[config.mk]
export PLATFORM = sky130hd
export DESIGN_NAME = vga_sync_gen_flat
export DESIGN_NICKNAME = d
export VERILOG_FILES = /design/src/rtl/vga_timing_pkg.sv /design/src/rtl/vga_sync_gen_if.sv /design/src/rtl/vga_axis_counter.sv /design/src/rtl/vga_sync_gen.sv /design/src/flat_wrapper.sv
export SDC_FILE = /design/constraint.sdc
export NUM_CORES = 1
export LEC_CHECK = 0
export CAP_MARGIN = 30
export CELL_PAD_IN_SITES_DETAIL_PLACEMENT = 1
export CELL_PAD_IN_SITES_GLOBAL_PLACEMENT = 1
export CORE_MARGIN = 3
export CORE_UTILIZATION = 39
export DETAILED_ROUTE_END_ITERATION = 8
export GPL_ROUTABILITY_DRIVEN = 0
export GPL_TIMING_DRIVEN = 0
export PLACE_DENSITY_LB_ADDON = 0.05
export SKIP_CTS_REPAIR_TIMING = 1
export SLEW_MARGIN = 20
export SYNTH_ARGS = -nofsm -noshare
export SYNTH_HDL_FRONTEND = slang
export SYNTH_SLANG_ARGS = --single-unit
[constraint.sdc]
create_clock -name clk -period 2.7 [get_ports clk]
set_input_delay 0.54 -clock clk [delete_from_list [all_inputs] [get_ports clk]]
set_output_delay 0.54 -clock clk [all_outputs]
set_load 0.01 [all_outputs]
[src/rtl/vga_timing_pkg.sv]
// Shared VGA timing constants (640x480 @ 60 Hz defaults) and position types,
// so the sync generator and the pixel colour stage agree on one raster.
package vga_timing_pkg;

  localparam int POS_W = 10;

  localparam int H_DISPLAY = 640;
  localparam int H_FRONT   = 16;
  localparam int H_SYNC    = 96;
  localparam int H_BACK    = 48;
  localparam int V_DISPLAY = 480;
  localparam int V_FRONT   = 10;
  localparam int V_SYNC    = 2;
  localparam int V_BACK    = 33;

  localparam int SPRITE_SIZE = 16;

  typedef logic [POS_W-1:0] pos_t;

  function automatic int axis_total(input int display, input int front,
                                    input int sync, input int back);
    return display + front + sync + back;
  endfunction

  localparam int H_TOTAL = axis_total(H_DISPLAY, H_FRONT, H_SYNC, H_BACK);
  localparam int V_TOTAL = axis_total(V_DISPLAY, V_FRONT, V_SYNC, V_BACK);

endpackage

[src/rtl/vga_sync_gen_if.sv]
// Raster position/sync bundle from vga_sync_gen to the pixel colour stage.
// VGA_FRAME_CNT_EN adds the frame_count animation counter.
interface vga_sync_gen_if;
  import vga_timing_pkg::*;

  pos_t hpos;
  pos_t vpos;
  logic hsync;
  logic vsync;
  logic visible;
  logic line_start;
  logic frame_start;
`ifdef VGA_FRAME_CNT_EN
  logic [POS_W-1:0] frame_count;

  modport master (output hpos, vpos, hsync, vsync, visible, line_start,
                         frame_start, frame_count);
  modport slave  (input  hpos, vpos, hsync, vsync, visible, line_start,
                         frame_start, frame_count);
`else
  modport master (output hpos, vpos, hsync, vsync, visible, line_start,
                         frame_start);
  modport slave  (input  hpos, vpos, hsync, vsync, visible, line_start,
                         frame_start);
`endif

endinterface

[src/rtl/vga_axis_counter.sv]
// One raster axis: wrapping position counter plus decode of the value it is
// about to take, so the parent can register sync/active in step with pos.
module vga_axis_counter
  import vga_timing_pkg::*;
#(
  parameter int DISPLAY = H_DISPLAY,
  parameter int FRONT   = H_FRONT,
  parameter int SYNC    = H_SYNC,
  parameter int BACK    = H_BACK
) (
  input  logic clk,
  input  logic rst_n,
  input  logic step,
  output pos_t pos,
  output logic next_sync,
  output logic next_active,
  output logic wrap
);

  localparam pos_t LAST    = pos_t'(axis_total(DISPLAY, FRONT, SYNC, BACK) - 1);
  localparam pos_t SYNC_LO = pos_t'(DISPLAY + FRONT);
  localparam pos_t SYNC_HI = pos_t'(DISPLAY + FRONT + SYNC);
  localparam pos_t DISP    = pos_t'(DISPLAY);

  pos_t pos_nxt;

  // Anything at or beyond the last position wraps, so a bad value self-heals.
  assign wrap = (pos >= LAST);

  // NOTE: pos_nxt gets a default before the branch so no latch is inferred.
  always_comb begin
    pos_nxt = pos;
    if (step) pos_nxt = wrap ? '0 : pos + pos_t'(1);
  end

  assign next_sync   = (pos_nxt >= SYNC_LO) && (pos_nxt < SYNC_HI);
  assign next_active = (pos_nxt < DISP);

  // NOTE: state is updated with <= so every flop samples pre-edge values.
  always_ff @(posedge clk or negedge rst_n) begin
    if (!rst_n) pos <= LAST;
    else        pos <= pos_nxt;
  end

endmodule

[src/rtl/vga_sync_gen.sv]
// VGA raster timing generator: positions, sync pulses, active flag and
// line/frame strobes, all registered and cycle-aligned. Optional: VGA_FRAME_CNT_EN.
module vga_sync_gen
  import vga_timing_pkg::*;
#(
  parameter int H_DISPLAY   = vga_timing_pkg::H_DISPLAY,
  parameter int H_FRONT     = vga_timing_pkg::H_FRONT,
  parameter int H_SYNC      = vga_timing_pkg::H_SYNC,
  parameter int H_BACK      = vga_timing_pkg::H_BACK,
  parameter int V_DISPLAY   = vga_timing_pkg::V_DISPLAY,
  parameter int V_FRONT     = vga_timing_pkg::V_FRONT,
  parameter int V_SYNC      = vga_timing_pkg::V_SYNC,
  parameter int V_BACK      = vga_timing_pkg::V_BACK,
  parameter bit SYNC_ACTIVE = 1'b0
) (
  input  logic           clk,
  input  logic           rst_n,
  input  logic           pix_en,
  vga_sync_gen_if.master vga
);

  localparam logic SYNC_ON  = SYNC_ACTIVE;
  localparam logic SYNC_OFF = ~SYNC_ACTIVE;

  pos_t h_pos, v_pos;
  logic h_nsync, h_nact, h_wrap;
  logic v_nsync, v_nact, v_wrap;
  logic v_step;
  logic hsync_q, vsync_q, visible_q, line_start_q, frame_start_q;

  // The vertical axis only moves when the horizontal one rolls over.
  assign v_step = pix_en & h_wrap;

  vga_axis_counter #(
    .DISPLAY(H_DISPLAY), .FRONT(H_FRONT), .SYNC(H_SYNC), .BACK(H_BACK)
  ) u_h_axis (
    .clk(clk), .rst_n(rst_n), .step(pix_en),
    .pos(h_pos), .next_sync(h_nsync), .next_active(h_nact), .wrap(h_wrap)
  );

  vga_axis_counter #(
    .DISPLAY(V_DISPLAY), .FRONT(V_FRONT), .SYNC(V_SYNC), .BACK(V_BACK)
  ) u_v_axis (
    .clk(clk), .rst_n(rst_n), .step(v_step),
    .pos(v_pos), .next_sync(v_nsync), .next_active(v_nact), .wrap(v_wrap)
  );

  // Decodes follow the counters' next values, so with pix_en low they hold
  // while the strobes (driven from this edge's advance) still drop.
  always_ff @(posedge clk or negedge rst_n) begin
    if (!rst_n) begin
      hsync_q       <= SYNC_OFF;
      vsync_q       <= SYNC_OFF;
      visible_q     <= 1'b0;
      line_start_q  <= 1'b0;
      frame_start_q <= 1'b0;
    end else begin
      hsync_q       <= h_nsync ? SYNC_ON : SYNC_OFF;
      vsync_q       <= v_nsync ? SYNC_ON : SYNC_OFF;
      visible_q     <= h_nact & v_nact;
      line_start_q  <= v_step;
      frame_start_q <= v_step & v_wrap;
    end
  end

  assign vga.hpos        = h_pos;
  assign vga.vpos        = v_pos;
  assign vga.hsync       = hsync_q;
  assign vga.vsync       = vsync_q;
  assign vga.visible     = visible_q;
  assign vga.line_start  = line_start_q;
  assign vga.frame_start = frame_start_q;

`ifdef VGA_FRAME_CNT_EN
  logic [POS_W-1:0] frame_cnt_q;

  // Bumps on the same edge that raises frame_start; wraps naturally at 1023.
  always_ff @(posedge clk or negedge rst_n) begin
    if (!rst_n)                     frame_cnt_q <= '0;
    else if (v_step & v_wrap)       frame_cnt_q <= frame_cnt_q + 10'd1;
  end

  assign vga.frame_count = frame_cnt_q;
`endif

endmodule

[src/flat_wrapper.sv]
// flat-port wrapper written by rule: the top's interface ports become plain ports
module vga_sync_gen_flat import vga_timing_pkg::*;
#(
  parameter int H_DISPLAY   = vga_timing_pkg::H_DISPLAY,
  parameter int H_FRONT     = vga_timing_pkg::H_FRONT,
  parameter int H_SYNC      = vga_timing_pkg::H_SYNC,
  parameter int H_BACK      = vga_timing_pkg::H_BACK,
  parameter int V_DISPLAY   = vga_timing_pkg::V_DISPLAY,
  parameter int V_FRONT     = vga_timing_pkg::V_FRONT,
  parameter int V_SYNC      = vga_timing_pkg::V_SYNC,
  parameter int V_BACK      = vga_timing_pkg::V_BACK,
  parameter bit SYNC_ACTIVE = 1'b0
)
  (clk, rst_n, pix_en, vga_hpos, vga_vpos, vga_hsync, vga_vsync, vga_visible, vga_line_start, vga_frame_start);
  vga_sync_gen_if vga_i ();
  input  logic clk;
  input  logic rst_n;
  input  logic pix_en;
  output wire logic [$bits(vga_i.hpos)-1:0] vga_hpos;
  output wire logic [$bits(vga_i.vpos)-1:0] vga_vpos;
  output wire logic [$bits(vga_i.hsync)-1:0] vga_hsync;
  output wire logic [$bits(vga_i.vsync)-1:0] vga_vsync;
  output wire logic [$bits(vga_i.visible)-1:0] vga_visible;
  output wire logic [$bits(vga_i.line_start)-1:0] vga_line_start;
  output wire logic [$bits(vga_i.frame_start)-1:0] vga_frame_start;
  assign vga_hpos = vga_i.hpos;
  assign vga_vpos = vga_i.vpos;
  assign vga_hsync = vga_i.hsync;
  assign vga_vsync = vga_i.vsync;
  assign vga_visible = vga_i.visible;
  assign vga_line_start = vga_i.line_start;
  assign vga_frame_start = vga_i.frame_start;
  vga_sync_gen #(.H_DISPLAY(H_DISPLAY), .H_FRONT(H_FRONT), .H_SYNC(H_SYNC), .H_BACK(H_BACK), .V_DISPLAY(V_DISPLAY), .V_FRONT(V_FRONT), .V_SYNC(V_SYNC), .V_BACK(V_BACK), .SYNC_ACTIVE(SYNC_ACTIVE)) u_core (.clk(clk), .rst_n(rst_n), .pix_en(pix_en), .vga(vga_i));
endmodule
==> results of run 1 <==
-- final cells by class --
class,instances,share of cell area [%]
buffer,12,4.00
clock buffer,4,2.36
inverter,4,0.786
multi-input combinational,121,41.2
sequential,25,33.6
tap,48,3.15
timing repair buffer,28,14.9
-- through the flow --
stage	total power (W)	hold slack (ns)	std cells	area, µm²
after floorplan	0.000691	0.244	162	1520
after global placement	0.000832	0.536	237	1850
after detailed placement	0.000847	0.546	238	1860
after CTS	0.00108	0.567	242	1910
after global routing	0.00114	0.609	242	1910
final	0.00107	0.561	242	1910
-- synthesized netlist by cell type, types with 2 or more instances --
library cell and n:
a21oi_1 5, a31oi_1 3, and2_1 3, and4_1 2, buf_2 4, buf_4 3
buf_6 2, clkbuf_1 3, dfrtp_1 13, dfstp_2 12, ha_1 3, inv_1 3
nand2_1 18, nand3_1 9, nand3_2 2, nand4_1 4, nor2_1 19, nor3_1 3
o21ai_0 2, o21ai_1 11, o31ai_1 3, xnor2_1 7, xor2_1 4
-- routing by layer --
layer / part of all wire (%) / up-vias / track usage, %
li1: - / 644 / -
met1: 49 / 671 / 25.9
met2: 47 / 29 / 29.8
met3: 2.9 / 4 / 2.79
met4: 0.78 / 0 / 4.47
met5: 0 / - / 0
-- worst reg2reg max path: cells and delay by family, from the launching register on --
kind	cells	cell delay [ns]
compound gates	3	0.77
fa+ha+maj	1	0.20
buf+inv	2	0.22
flops	1	0.57
simple gates	2	0.27
-- flip-flops by register name, summed over array words and instances (netlist names) --
signal	count
u_core.u_h_axis.pos	10
u_core.u_v_axis.pos	10
u_core.vga.frame_start	1
u_core.vga.hsync	1
u_core.vga.line_start	1
u_core.vga.visible	1
u_core.vga.vsync	1
-- kinds of logic (layout without fill, tap and decap cells) --
logic type,count (synthesis),count (layout),synth area share (%)
AND/OR/NAND/NOR,69,69,23.0
XOR/XNOR,11,11,6.34
flip-flops,25,25,42.2
AO/OA/AOI/OAI,37,37,19.4
multiplexers,1,1,0.659
buffers and inverters,16,48,6.01
adder cells (fa/ha/maj),3,3,2.47
-- worst min-delay path by stage --
stage               slack [ns]                     end              startpoint
floorplan                 0.24  u_core.u_h_axis.pos[5]                   rst_n
global placement          0.54  u_core.u_h_axis.pos[1]  u_core.u_h_axis.pos[1]
detailed placement        0.55  u_core.u_h_axis.pos[0]  u_core.u_h_axis.pos[0]
CTS                       0.57  u_core.u_h_axis.pos[1]  u_core.u_h_axis.pos[1]
global route              0.61  u_core.u_h_axis.pos[1]  u_core.u_h_axis.pos[1]
finish                    0.56  u_core.u_h_axis.pos[1]  u_core.u_h_axis.pos[1]
-- report_power, final --
group          leakage, nW  internal [W]  switching [W]
registers            0.295      0.000455      0.0000701
clock network       0.0228      0.000106       0.000126
logic                0.365      0.000163       0.000148
total                0.683      0.000724       0.000344
==> impl_metrics.tcl, run 1 <==
set metrics [dict create \
    status "finished, final reports clean" \
    required_ns 2.85 \
    worstSetupStartpoint "pix_en" \
    yosys.area.top_type_share_pct 21.4 \
    r2r-start "u_core.u_h_axis.pos[0]" \
    synthDistinctLibCells 47 \
    slew_headroom_pct 57.8 \
    synth_warnings 0 \
    wl_per_cell_um 15.9 \
    endpoint_kind "flop" \
    first_global_vias 1400 \
    regArea_um2 641 \
    final_nets 201 \
    min_period_ns 2.33 \
    drc 0 \
    synth-edff-count 0 \
    clkTransAtPathRegs_ns 0.09 \
    crit_chain "clkdlybuf4s50_1 > nand4_1 > nor3_1 > a31oi_1 > nor2_1 > a311oi_1" \
    grt_antenna_before_repair 0 \
    grt_max_degree 14 \
    reg2reg_slack_ns 0.54 \
    final-hold-violation-count 0 \
    hold_class "flop to flop" \
    endpoint "u_core.vga.visible" \
    ys_seq_area_share_pct 42.2 \
    drt_pass1_iterations 4 \
    clock_path_buffers 2 \
    die_x_um 68.4 \
    cts.sinks 25 \
    layout_common_cells "clkdlybuf4s50_1 (27), nor2_1 (19), nand2_1 (18)" \
    rows 22 \
    rsz0062_at_grt "no" \
    grt_overflow 0 \
    multi_input_area_um2 787 \
    max_stage_delay_ns 0.62 \
    min_delay_path_depth 2 \
    ys_ff_latch 25 \
    synth_area_leader_cell "dfrtp_1" \
    yosys_most_used_dff "dfrtp_1" \
    cts_tree "done" \
    worstReg2RegEnd "u_core.vga.visible" \
    cts-root-buf "clkbuf_8" \
    die_area_um2 4680 \
    crit_fanout 6 \
    insertion_delay_ns 0.27 \
    cellPowerDensity_nw_per_um2 559 \
    cts_max_level 1 \
    ys_async_sr_fraction_pct 100 \
    syn_nets 168 \
    crit_buf_inv 1 \
    syn_avg_cell_area_um2 9.38 \
    syn_inst 162 \
    antenna_cells 0 \
    coreArea_um2 3720 \
    worstSetupStartpointType "input port" \
    r2r_cells 8 \
    numCtsBuffers 3 \
    pre_cts_slack_ns 0.0934 \
    skew_ns 0.00437 \
    netlist_area_um2 1520 \
    setup_tns_ns 0 \
    worst_slew_pin_slew_ns 0.628 \
    cpMaxStageDelayCell "clkdlybuf4s50_1" \
    drive_gt1_share_pct 19.1 \
    drt-initial-drc-count 65 \
    finalWirelength_mm 3.86 \
    cpLargestDelayFamily "simple AND/OR/NAND/NOR gates" \
    yosys-top-cells-area "dfrtp_1 (21%), dfstp_2 (21%), nor2_1 (4.7%)" \
    drtAntennaViolNets 0 \
    crit_arrival_ns 2.47 \
    fmax_mhz 430 \
    num_vias 1348 \
    slew_violations 0 \
    final_core_util_pct 51.4 \
    fp.dieH_um 68.4 \
    track_usage_pct 18.5 \
    fin_ws_ns 0.373 \
    crit_cells 6 \
    maxCapViolCount 0 \
    setup_viol 0 \
    final_common_cell "clkdlybuf4s50_1" \
    fin_crit_sh_pct 86.2 \
    place.detailed.hpwl_mm 2.88 \
    crit_type "input port to flop" \
    viasPerCell 5.57 \
    area_delta_synth_final_pct 25.7 \
    p_leak_nw 0.683 \
    num-fill-cells 423 \
    num_io_pins 28 \
    port_buffers 27 \
    start_util_pct 40.9 \
    vdd_drop_max_mv 0.499 \
    grt_first_pass_wirelength_mm 6.65 \
]
No activity file was read; power rests on OpenSTA's default activity.
==> inputs of run 2 (changes only) <==
- SLEW_MARGIN: 20 -> 30
==> run 2 against run 1 <==
Compared with the run above:
- critical path depth unchanged
- hold slack got worse by 0.31 ns
- non-clock buffer count decreased by 1
- worst setup slack got worse by 0.017 ns
- maximum frequency is 0.73% lower
- global-route usage decreased by 0.36 points
==> impl_metrics.tcl, run 2 (synthesis gave the netlist of run 1 again) <==
set metrics [dict create \
    crit_type "input port to flop" \
    port_buffers 27 \
    max_stage_delay_ns 0.62 \
    final-hold-violation-count 0 \
    grt_max_degree 26 \
    first_global_vias 1356 \
    coreArea_um2 3720 \
    area_delta_synth_final_pct 24.4 \
    place.detailed.hpwl_mm 2.77 \
    final_core_util_pct 50.8 \
    top_regs "u_core.u_h_axis.pos: 10 flops, u_core.u_v_axis.pos: 10 flops" \
    drtAntennaViolNets 0 \
    layout_common_cells "clkdlybuf4s50_1 (26), nor2_1 (19), nand2_1 (18)" \
    r2r_cells 8 \
    timing.hold.ws_ns 0.251 \
    rsz0062_at_grt "no" \
    reg2reg_slack_ns 0.54 \
    clkTransAtPathRegs_ns 0.09 \
    num_io_pins 28 \
    cts_max_level 1 \
    grt_antenna_before_repair 0 \
    crit_arrival_ns 2.51 \
    track_usage_pct 18.2 \
    crit_fanout 6 \
    r2r-start "u_core.u_h_axis.pos[0]" \
    insertion_delay_ns 0.27 \
    viasPerCell 5.56 \
    min_period_ns 2.34 \
    worstReg2RegEnd "u_core.vga.visible" \
    setup_viol 0 \
    drt_pass1_iterations 4 \
    final_common_cell "clkdlybuf4s50_1" \
    crit_buf_inv 1 \
    cellPowerDensity_nw_per_um2 557 \
    cts-root-buf "clkbuf_8" \
    numCtsBuffers 3 \
    p_leak_nw 0.676 \
    drt-initial-drc-count 62 \
    slew_violations 0 \
    hold_class "input port to asynchronous set/reset pin" \
    final_nets 200 \
    maxCapViolCount 0 \
    die_x_um 68.4 \
    start_util_pct 40.9 \
    rows 22 \
    drc 0 \
    antenna_cells 0 \
    slew_headroom_pct 56.5 \
    cpLargestDelayFamily "simple AND/OR/NAND/NOR gates" \
    clock_path_buffers 2 \
    worst_slew_pin_slew_ns 0.648 \
    finalPower_w 0.00105 \
    grt_first_pass_wirelength_mm 6.44 \
    crit_chain "clkdlybuf4s50_1 > nand4_1 > nor3_1 > a31oi_1 > nor2_1 > o221ai_1" \
    finalWirelength_mm 3.79 \
    vdd_drop_max_mv 0.492 \
    cts_tree "done" \
    num-fill-cells 435 \
    wl_per_cell_um 15.7 \
    cpMaxStageDelayCell "clkdlybuf4s50_1" \
    drive_gt1_share_pct 19.2 \
    setup_tns_ns 0 \
    cts.sinks 25 \
    fin_crit_sh_pct 86.8 \
    status "finished, final reports clean" \
    required_ns 2.87 \
    num_vias 1340 \
    skew_ns 0.00721 \
    die_area_um2 4680 \
    fmax_mhz 427 \
    worstSetupStartpointType "input port" \
    grt_overflow 0 \
    fp.dieH_um 68.4 \
    endpoint_kind "flop" \
]
## run 2: cell types whose count changed in the layout (fill, tap and decap cells not counted), sizes merged
| cell | previous run | this run |
|---|---|---|
| clkdlybuf4s50 | 27 | 26 |
## run 2: cell type report
cell class	count	area, µm²	share of cell area [%]
sequential	25	641	33.9
multi-input combinational	121	787	41.7
timing repair buffer	27	265	14.0
inverter	4	15.0	0.795
tap	48	60.1	3.18
clock buffer	4	45.0	2.38
buffer	12	76.3	4.04
## run 2: power breakdown
part           total, W  switching (W)  internal [W]  leakage [nW]
Clock          0.000222       0.000117      0.000105        0.0228
Sequential     0.000525      0.0000699      0.000455         0.295
Combinational  0.000306       0.000146      0.000160         0.358
Total           0.00105       0.000332      0.000721         0.676
## run 2: worst max path at each step
stage / from / end / slack (ns) / depth (start not counted)
2_1_floorplan: u_core.u_h_axis.pos[0] / u_core.vga.visible / 0.74 / 8
3_3_place_gp: pix_en / u_core.vga.visible / 0.17 / 8
3_5_place_dp: pix_en / u_core.vga.hsync / 0.1 / 6
4_1_cts: pix_en / u_core.vga.hsync / 0.37 / 6
5_1_grt: pix_en / u_core.vga.hsync / 0.15 / 6
6_report: pix_en / u_core.vga.hsync / 0.36 / 6
## run 2: metal layers
| layer | share of wire, % | GRT usage, % | up-vias |
|---|---|---|---|
| li1 | - | - | 637 |
| met1 | 46 | 25.6 | 660 |
| met2 | 49 | 28.2 | 39 |
| met3 | 4.7 | 2.63 | 4 |
| met4 | 1.2 | 6.20 | 0 |
| met5 | 0 | 0 | - |
## run 2: per-stage QoR
| stage | std cells | setup slack [ns] | area, µm² |
|---|---|---|---|
| after floorplan | 162 | 0.736 | 1520 |
| after global placement | 237 | 0.166 | 1850 |
| after detailed placement | 237 | 0.0990 | 1840 |
| after CTS | 241 | 0.369 | 1890 |
| after global routing | 241 | 0.150 | 1890 |
| final | 241 | 0.356 | 1890 |
==> inputs of run 3 (changes only) <==
- CORE_UTILIZATION: 39 -> 25
- HOLD_SLACK_MARGIN: not set -> 0.12
==> run 3 against run 2 <==
Compared with the run above:
- non-clock buffer count unchanged
- maximum frequency up 2.8%
- first-iteration DRC count is 15% lower
- via count is 2.5% lower
- largest cell class unchanged
- largest power group unchanged
==> impl_metrics.tcl, run 3 (synthesis gave the netlist of run 1 again) <==
set metrics [dict create \
    crit_chain "clkdlybuf4s50_1 > nand4_1 > nor3_1 > a31oi_1 > nor2_1 > o221ai_1" \
    rows 27 \
    track_usage_pct 11.9 \
    drc 0 \
    min_period_ns 2.28 \
    fp.dieH_um 83.9 \
    fmax_mhz 439 \
    cts-root-buf "clkbuf_8" \
    grt_max_degree 26 \
    drive_gt1_share_pct 19.7 \
    coreArea_um2 5680 \
    cts_tree "done" \
    cellPowerDensity_nw_per_um2 550 \
    area_delta_synth_final_pct 26.4 \
    numCtsBuffers 3 \
    crit_type "input port to flop" \
    slew_headroom_pct 60.7 \
    cpLargestDelayFamily "simple AND/OR/NAND/NOR gates" \
    grt_antenna_before_repair 0 \
    top_regs "u_core.u_h_axis.pos: 10 flops, u_core.u_v_axis.pos: 10 flops" \
    p_leak_nw 0.679 \
    num_io_pins 28 \
    setup_tns_ns 0 \
    drt_pass1_iterations 4 \
    die_area_um2 7050 \
    final_common_cell "clkdlybuf4s50_1" \
    rsz0062_at_grt "no" \
    place.detailed.hpwl_mm 2.98 \
    crit_buf_inv 1 \
    required_ns 2.88 \
    multi_input_area_um2 787 \
    start_util_pct 26.8 \
    num_vias 1306 \
    hold_class "input port to asynchronous set/reset pin" \
    slew_violations 0 \
    grt_overflow 0 \
    final-hold-violation-count 0 \
    max_stage_delay_ns 0.61 \
    cts_max_level 1 \
    clock_path_buffers 2 \
    finalWirelength_mm 4.00 \
    maxCapViolCount 0 \
    worst_slew_pin_slew_ns 0.585 \
    antenna_cells 0 \
    drt-initial-drc-count 53 \
    layout_common_cells "clkdlybuf4s50_1 (26), nor2_1 (19), nand2_1 (18)" \
    vdd_drop_max_mv 0.314 \
    die_x_um 83.9 \
    crit_fanout 6 \
    clkTransAtPathRegs_ns 0.09 \
    placed_area_um2 1870 \
    num-fill-cells 671 \
    insertion_delay_ns 0.27 \
    cpMaxStageDelayCell "clkdlybuf4s50_1" \
    skew_ns 0.00245 \
    cts.sinks 25 \
    drtAntennaViolNets 0 \
    viasPerCell 4.93 \
    regArea_um2 641 \
    wl_per_cell_um 15.1 \
    finalPower_w 0.00106 \
    worstSetupStartpointType "input port" \
    final_core_util_pct 33.8 \
    first_global_vias 1351 \
    crit_arrival_ns 2.46 \
    final_nets 200 \
    endpoint_kind "flop" \
    stdcell_area_um2 1920 \
    fin_crit_sh_pct 84.4 \
    port_buffers 27 \
    setup_viol 0 \
    status "finished, final reports clean" \
    grt_first_pass_wirelength_mm 6.93 \
]
[run 3: changes by cell type in the layout (fill, tap and decap cells not counted), sizes merged]
cell,delta
clkinv,+1
clkbuf,-1
[run 3: routing by layer]
metal	routed length (µm)	vias to the layer above	GRT usage [%]	part of all wire, %
li1	-	640	-	-
met1	1950	642	16.3	49
met2	1900	20	19.5	47
met3	112	4	2.57	2.8
met4	42	0	2.19	1.1
met5	0	-	0	0
[run 3: worst paths after layout]
kind | start | to | cells past startpoint | slack (ns)
worst max-delay path | pix_en | u_core.vga.hsync | 6 | 0.42
worst min-delay path | rst_n | u_core.u_h_axis.pos[5] | 1 | 0.26
worst max register to register | u_core.u_h_axis.pos[0] | u_core.vga.vsync | 8 | 0.52
worst min register to register | u_core.u_h_axis.pos[1] | u_core.u_h_axis.pos[1] | 2 | 0.57
max in group asynchronous | rst_n | u_core.u_v_axis.pos[2] | 1 | 2.06
min in group clk | u_core.u_h_axis.pos[1] | u_core.u_h_axis.pos[1] | 2 | 0.57
[run 3: final cells by class]
| cell class | instances | area share, % |
|---|---|---|
| clock buffers | 3 | 2.15 |
| multi-input cells | 121 | 41.0 |
| inverters | 4 | 0.782 |
| well taps | 72 | 4.69 |
| flip-flops and latches | 25 | 33.4 |
| repair buffers | 27 | 13.8 |
| plain buffers | 12 | 3.97 |
| clock inverters | 1 | 0.261 |
[run 3: worst reg2reg max path, stage by stage (launching register included)]
cell and delay (ns):
dfstp_2 0.57, ha_1 0.19, nand4_1 0.18, a21o_1 0.21, buf_6 0.14, inv_2 0.08
nand3_1 0.10, a2111oi_2 0.47, nand3_1 0.14
[run 3: power breakdown]
part           leakage (nW)  internal [W]  total [W]  switching, W
Clock                0.0255      0.000103   0.000225      0.000122
Combinational         0.358      0.000161   0.000307      0.000146
Sequential            0.295      0.000455   0.000523     0.0000687
[run 3: through the flow]
step,instances,hold slack [ns],setup WS (ns)
2_1_floorplan,162,0.244,0.736
5_1_grt,265,0.284,0.200
3_3_place_gp,261,0.548,0.103
6_report,265,0.256,0.421
4_1_cts,265,0.272,0.378
3_5_place_dp,261,0.555,0.0891
==> edit 1, RTL diff (config.mk and constraints of run 3) <==
`SYNC_ACTIVE` is set to 1'b0 in 2 places; all go to 1'b1.
--- a/src/rtl/vga_sync_gen.sv
+++ b/src/rtl/vga_sync_gen.sv
@@ -13,3 +13,3 @@
   parameter int V_BACK      = vga_timing_pkg::V_BACK,
-  parameter bit SYNC_ACTIVE = 1'b0
+  parameter bit SYNC_ACTIVE = 1'b1
 ) (
--- a/src/flat_wrapper.sv
+++ b/src/flat_wrapper.sv
@@ -11,3 +11,3 @@
   parameter int V_BACK      = vga_timing_pkg::V_BACK,
-  parameter bit SYNC_ACTIVE = 1'b0
+  parameter bit SYNC_ACTIVE = 1'b1
 )
Formal check against the unedited RTL: not equivalent (Yosys sat finds a counterexample within 4 cycles, from zero or initial values and one cycle with rst_n low).
==> edit 1 against run 3 <==
Total power up 6.9%; design area down 4.6%; via count down 3.9%; count of clock-buffer cells in the layout up 1; sequential cell count unchanged; routed wire length up 0.50%; global-route usage up 1.4 points; synthesized area down 5.2%; worst setup slack worse by 0.20 ns; die area down 4.8%; critical path type is now reg -> reg.
==> edit 1: results (changes against run 3) <==
status complete, no violations; DP HPWL 2.90 mm (-2.7%); reg-to-reg slack, setup 0.22 ns (-0.30 ns); peak supply drop 333 uV (+6.0%); register area share after synthesis 44.3% (+2.1 points); layout cells sized above 1 14.3% (-5.4 points); Final Hold Fails 0 (unchanged); Worst Skew 0.00451 ns (+0.00206 ns); H-tree Lvls 1 (unchanged); Placed Area 1790 sq um (-4.7%); largest net degree at the start of global routing 26 (unchanged); Syn Nets 158 (-6.0%); dpl cells 250 (-4.2%); Slew @ Worst Pin 0.580 ns (-0.00477 ns); initial antenna violation count 0 (unchanged); Reg2Reg Depth 6 (-2); DRT iter0 DRCs 44 (-17%); first-pass GRT wire length 6.85 mm (-1.1%); asr flop ratio synth 100% (unchanged); period utilisation layout 91.7% (+7.3 points); top cells by area, synth dfrtp_1 26%, dfstp_2 18%, nand2_1 3.6%; gr usage total 13.3% (+1.4 points); most instantiated cells after synthesis 15 x dfrtp_1, 14 x nand2_1, 14 x nor2_1; Leak 0.728 nW (+7.2%); post-synth top area share 26.1% (+4.6 points); Yosys cell types 47 (unchanged); CTS Buffer Depth 2 (unchanged); synthesis warning total 0 (unchanged); clock root buffer clkbuf_8; Hold Path Class in -> async; Worst Path Arrival 2.66 ns (+0.20 ns); WL per Instance 15.8 um (+4.9%); pre-CTS WS 0.157 ns (+0.0675 ns); FF-to-FF End u_core.vga.vsync; Ant. Diodes 0 (unchanged); CTS clk-pin slew, worst paths 0.09 ns (about the same); Mapped Cells 152 (-6.2%); number of buffers created by CTS 3 (unchanged); worst-path fanout max 9 (+3); DRT Wirelength 4.02 mm (+0.50%); vias in the first global route 1322 (-2.1%); Buffers on Ports 26 (-3.7%); FILL cells 670 (-0.15%); latest clock arrival within the worst-skew pair 0.27 ns (about the same); nets 189 (-5.5%); via/cell ratio 4.94 (+0.26%); Largest regs u_core.u_h_axis.pos: 10 flops, u_core.u_v_axis.pos: 10 flops; reg2reg start u_core.u_h_axis.pos[0]; TritonRoute pass-1 iters 4 (unchanged)
==> edit 1: changes by cell type after synthesis, sizes merged, moves of 3 or more <==
cell | run 3 | this run
a21oi | 5 | 2
and3 | 0 | 3
and2 | 3 | 6
nand3 | 11 | 8
nor2 | 20 | 14
nand2 | 19 | 14
==> edit 1: report_power, final <==
group          switching [mW]  internal (mW)  leakage [nW]
sequential             0.0777          0.455         0.302
clock                   0.127          0.106        0.0228
combinational           0.176          0.187         0.403
total                   0.381          0.748         0.728
==> edit 1: worst max-delay path by stage <==
stage,endpoint,from,cells past startpoint
2_1_floorplan,u_core.vga.vsync,u_core.u_h_axis.pos[0],6
3_3_place_gp,u_core.u_v_axis.pos[7],u_core.u_h_axis.pos[0],9
3_5_place_dp,u_core.u_v_axis.pos[7],u_core.u_h_axis.pos[0],9
4_1_cts,u_core.u_v_axis.pos[7],u_core.u_h_axis.pos[0],9
5_1_grt,u_core.vga.visible,u_core.u_h_axis.pos[0],9
6_report,u_core.vga.vsync,u_core.u_h_axis.pos[0],6
==> edit 1: final cells by class <==
type / count / area (sq um) / share of cell area, %
Buffer: 9 / 61.3 / 3.35
Clock buffer: 4 / 45.0 / 2.46
Inverter: 5 / 18.8 / 1.02
Multi-Input combinational cell: 113 / 723 / 39.5
Sequential cell: 25 / 638 / 34.8
Tap cell: 72 / 90.1 / 4.92
Timing Repair Buffer: 26 / 255 / 13.9
==> edit 1: layer usage <==
layer	vias up	routed length, um	track usage, %
li1	611	-	-
met5	-	0	0
met4	0	56	4.49
met2	19	1790	19.7
met1	620	2070	19.7
met3	5	98	1.75
==> edit 1: cells by family (layout without fill, tap and decap cells) <==
group	Yosys count	in the layout	synth area share [%]
simple gates	64	64	24.0
fa+ha+maj	3	3	2.61
compound gates	35	35	16.9
xor+xnor	10	10	6.08
flops	25	25	44.3
buf+inv	14	44	5.47
mux	1	1	0.695
==> edit 1: per-stage QoR <==
step	power, mW	utilization (%)	hold slack, ns
6_report	1.13	33.1	0.254
3_5_place_dp	0.910	32.2	0.530
4_1_cts	1.16	33.0	0.269
5_1_grt	1.22	33.1	0.307
2_1_floorplan	0.738	-	0.244
3_3_place_gp	0.899	32.3	0.533
==> edit 1: critical path: stages, from the launching register on <==
cell	delay, ns
dfstp_2	0.58
ha_1	0.23
nand4_1	0.12
a21o_1	0.30
or4_1	0.54
a311oi_1	0.34
nor4b_2	0.27
==> edit 2, RTL diff (settings of run 3) <==
Made on the original files. Register the input `pix_en` before use, with the module's reset. The logic sees it one clock later. The other inputs are not delayed to match.
--- a/src/rtl/vga_sync_gen.sv
+++ b/src/rtl/vga_sync_gen.sv
@@ -24,2 +24,12 @@
 
+  logic pix_en_q;
+
+  always_ff @(posedge clk or negedge rst_n) begin
+    if (!rst_n) begin
+      pix_en_q <= '0;
+    end else begin
+      pix_en_q <= pix_en;
+    end
+  end
+
   pos_t h_pos, v_pos;
@@ -31,3 +41,3 @@
   // The vertical axis only moves when the horizontal one rolls over.
-  assign v_step = pix_en & h_wrap;
+  assign v_step = pix_en_q & h_wrap;
 
@@ -36,3 +46,3 @@
   ) u_h_axis (
-    .clk(clk), .rst_n(rst_n), .step(pix_en),
+    .clk(clk), .rst_n(rst_n), .step(pix_en_q),
     .pos(h_pos), .next_sync(h_nsync), .next_active(h_nact), .wrap(h_wrap)
Function: changed (Yosys sat finds a counterexample within 4 cycles, from zero or initial values and one cycle with rst_n low).
==> edit 2 against run 3 <==
Total power is 11% higher; die area increased by 1.5%; critical endpoint is now u_core.vga.vsync; design area grew 2.6%; clock power is 48% higher; hold slack better by 0.0073 ns; routed wire length up 3.8%; worst setup slack better by 0.072 ns; sequential share of layout area increased by 0.42 points; sequential cell count rose by 1; synthesized area up 1.6%.
==> edit 2: results (changes against run 3) <==
DP HPWL 3.02 mm (+1.5%); Leak 0.701 nW (+3.3%); register area share after synthesis 43.1% (+0.94 points); CTS Buffer Depth 2 (unchanged); Slew headroom 57.3% (-3.4 points); critical path's largest stage delay 0.58 ns (-0.03 ns); Buffers on Ports 27 (unchanged); crit path from u_core.u_h_axis.pos[0]; reg-to-reg slack, setup 0.49 ns (-0.03 ns); Syn Nets 169 (+0.60%); Largest regs u_core.u_h_axis.pos: 10 flops, u_core.u_v_axis.pos: 10 flops; final setup vio count 0 (unchanged); number of buffers created by CTS 3 (unchanged); CTS clk-pin slew, worst paths 0.10 ns; TritonRoute pass-1 iters 4 (unchanged); initial antenna violation count 0 (unchanged); gr ovfl total 0 (unchanged); H-tree Lvls 1 (unchanged); clock root buffer clkbuf_8; gr usage total 12.2% (+0.28 points); latest clock arrival within the worst-skew pair 0.28 ns; Ant. Diodes 0 (unchanged); CP delay by family, top compound AO/OA/AOI/OAI gates; CP max-delay cell dfstp_2; Reg2Reg Depth 8 (unchanged); Placed Area 1900 sq um (+1.3%); first-pass GRT wire length 7.13 mm (+3.0%); asr flop ratio synth 100% (unchanged); most instantiated cells after synthesis 19 x nor2_1, 18 x nand2_1, 14 x dfrtp_1; worst-path fanout max 10 (+4); DRT Wirelength 4.15 mm (+3.8%); peak supply drop 328 uV (+4.7%); status complete, no violations; Hold Path Class in -> async; total vias in the final route 1280 (-2.0%); DRT iter0 DRCs 36 (-32%); crit path capture u_core.vga.vsync; vias in the first global route 1375 (+1.8%); layout cells sized above 1 19.6% (-0.10 points); top cells by area, synth dfrtp_1 23%, dfstp_2 20%, nor2_1 4.6%; synthesis warning total 0 (unchanged); Min Hold Slack 0.263 ns (+0.00729 ns); Yosys cell types 47 (unchanged); Worst Skew 0.00260 ns (+0.000151 ns); largest net degree at the start of global routing 27 (+3.8%); nets 201 (+0.50%)
==> edit 2: changes by cell type in the layout (fill, tap and decap cells not counted) <==
cell,change
clkinv_2,-1
dfrtp_1,+1
bufinv_16,+1
==> edit 2: area by class of cell <==
class	instances	area (sq um)
fillers	679	3770
multi-input cells	121	787
flip-flops and latches	26	666
repair buffers	27	265
well taps	72	90.1
plain buffers	12	76.3
clock buffers	3	41.3
clock inverters	1	30.0
inverters	4	15.0
==> edit 2: power by group <==
| part | internal (mW) | leakage, nW | total, mW | switching (mW) |
|---|---|---|---|---|
| sequential | 0.470 | 0.312 | 0.541 | 0.0710 |
| combinational | 0.158 | 0.353 | 0.303 | 0.145 |
| clock | 0.199 | 0.0357 | 0.334 | 0.135 |
| total | 0.826 | 0.701 | 1.18 | 0.351 |
==> edit 2: metal layers <==
metal	global-route usage, %	routed length (um)	up-vias
met1	18.5	2230	610
met4	3.45	25	0
met3	1.77	167	2
met5	0	0	-
met2	17.7	1730	26
li1	-	-	642
==> edit 2: kinds of logic after synthesis <==
| family | after synthesis | synth area share (%) |
|---|---|---|
| simple gates | 69 | 22.6 |
| mux | 1 | 0.648 |
| flops | 26 | 43.1 |
| compound gates | 37 | 19.0 |
| fa+ha+maj | 3 | 2.43 |
| xor+xnor | 11 | 6.24 |
| buf+inv | 16 | 5.92 |
==> edit 2: per-stage QoR <==
| stage | power (mW) | instances | setup WS (ns) |
|---|---|---|---|
| 4_1_cts | 1.21 | 266 | 0.453 |
| 6_report | 1.18 | 266 | 0.492 |
| 3_3_place_gp | 0.849 | 262 | 0.483 |
| 3_5_place_dp | 0.858 | 262 | 0.480 |
| 2_1_floorplan | 0.702 | 163 | 0.736 |
| 5_1_grt | 1.26 | 266 | 0.218 |
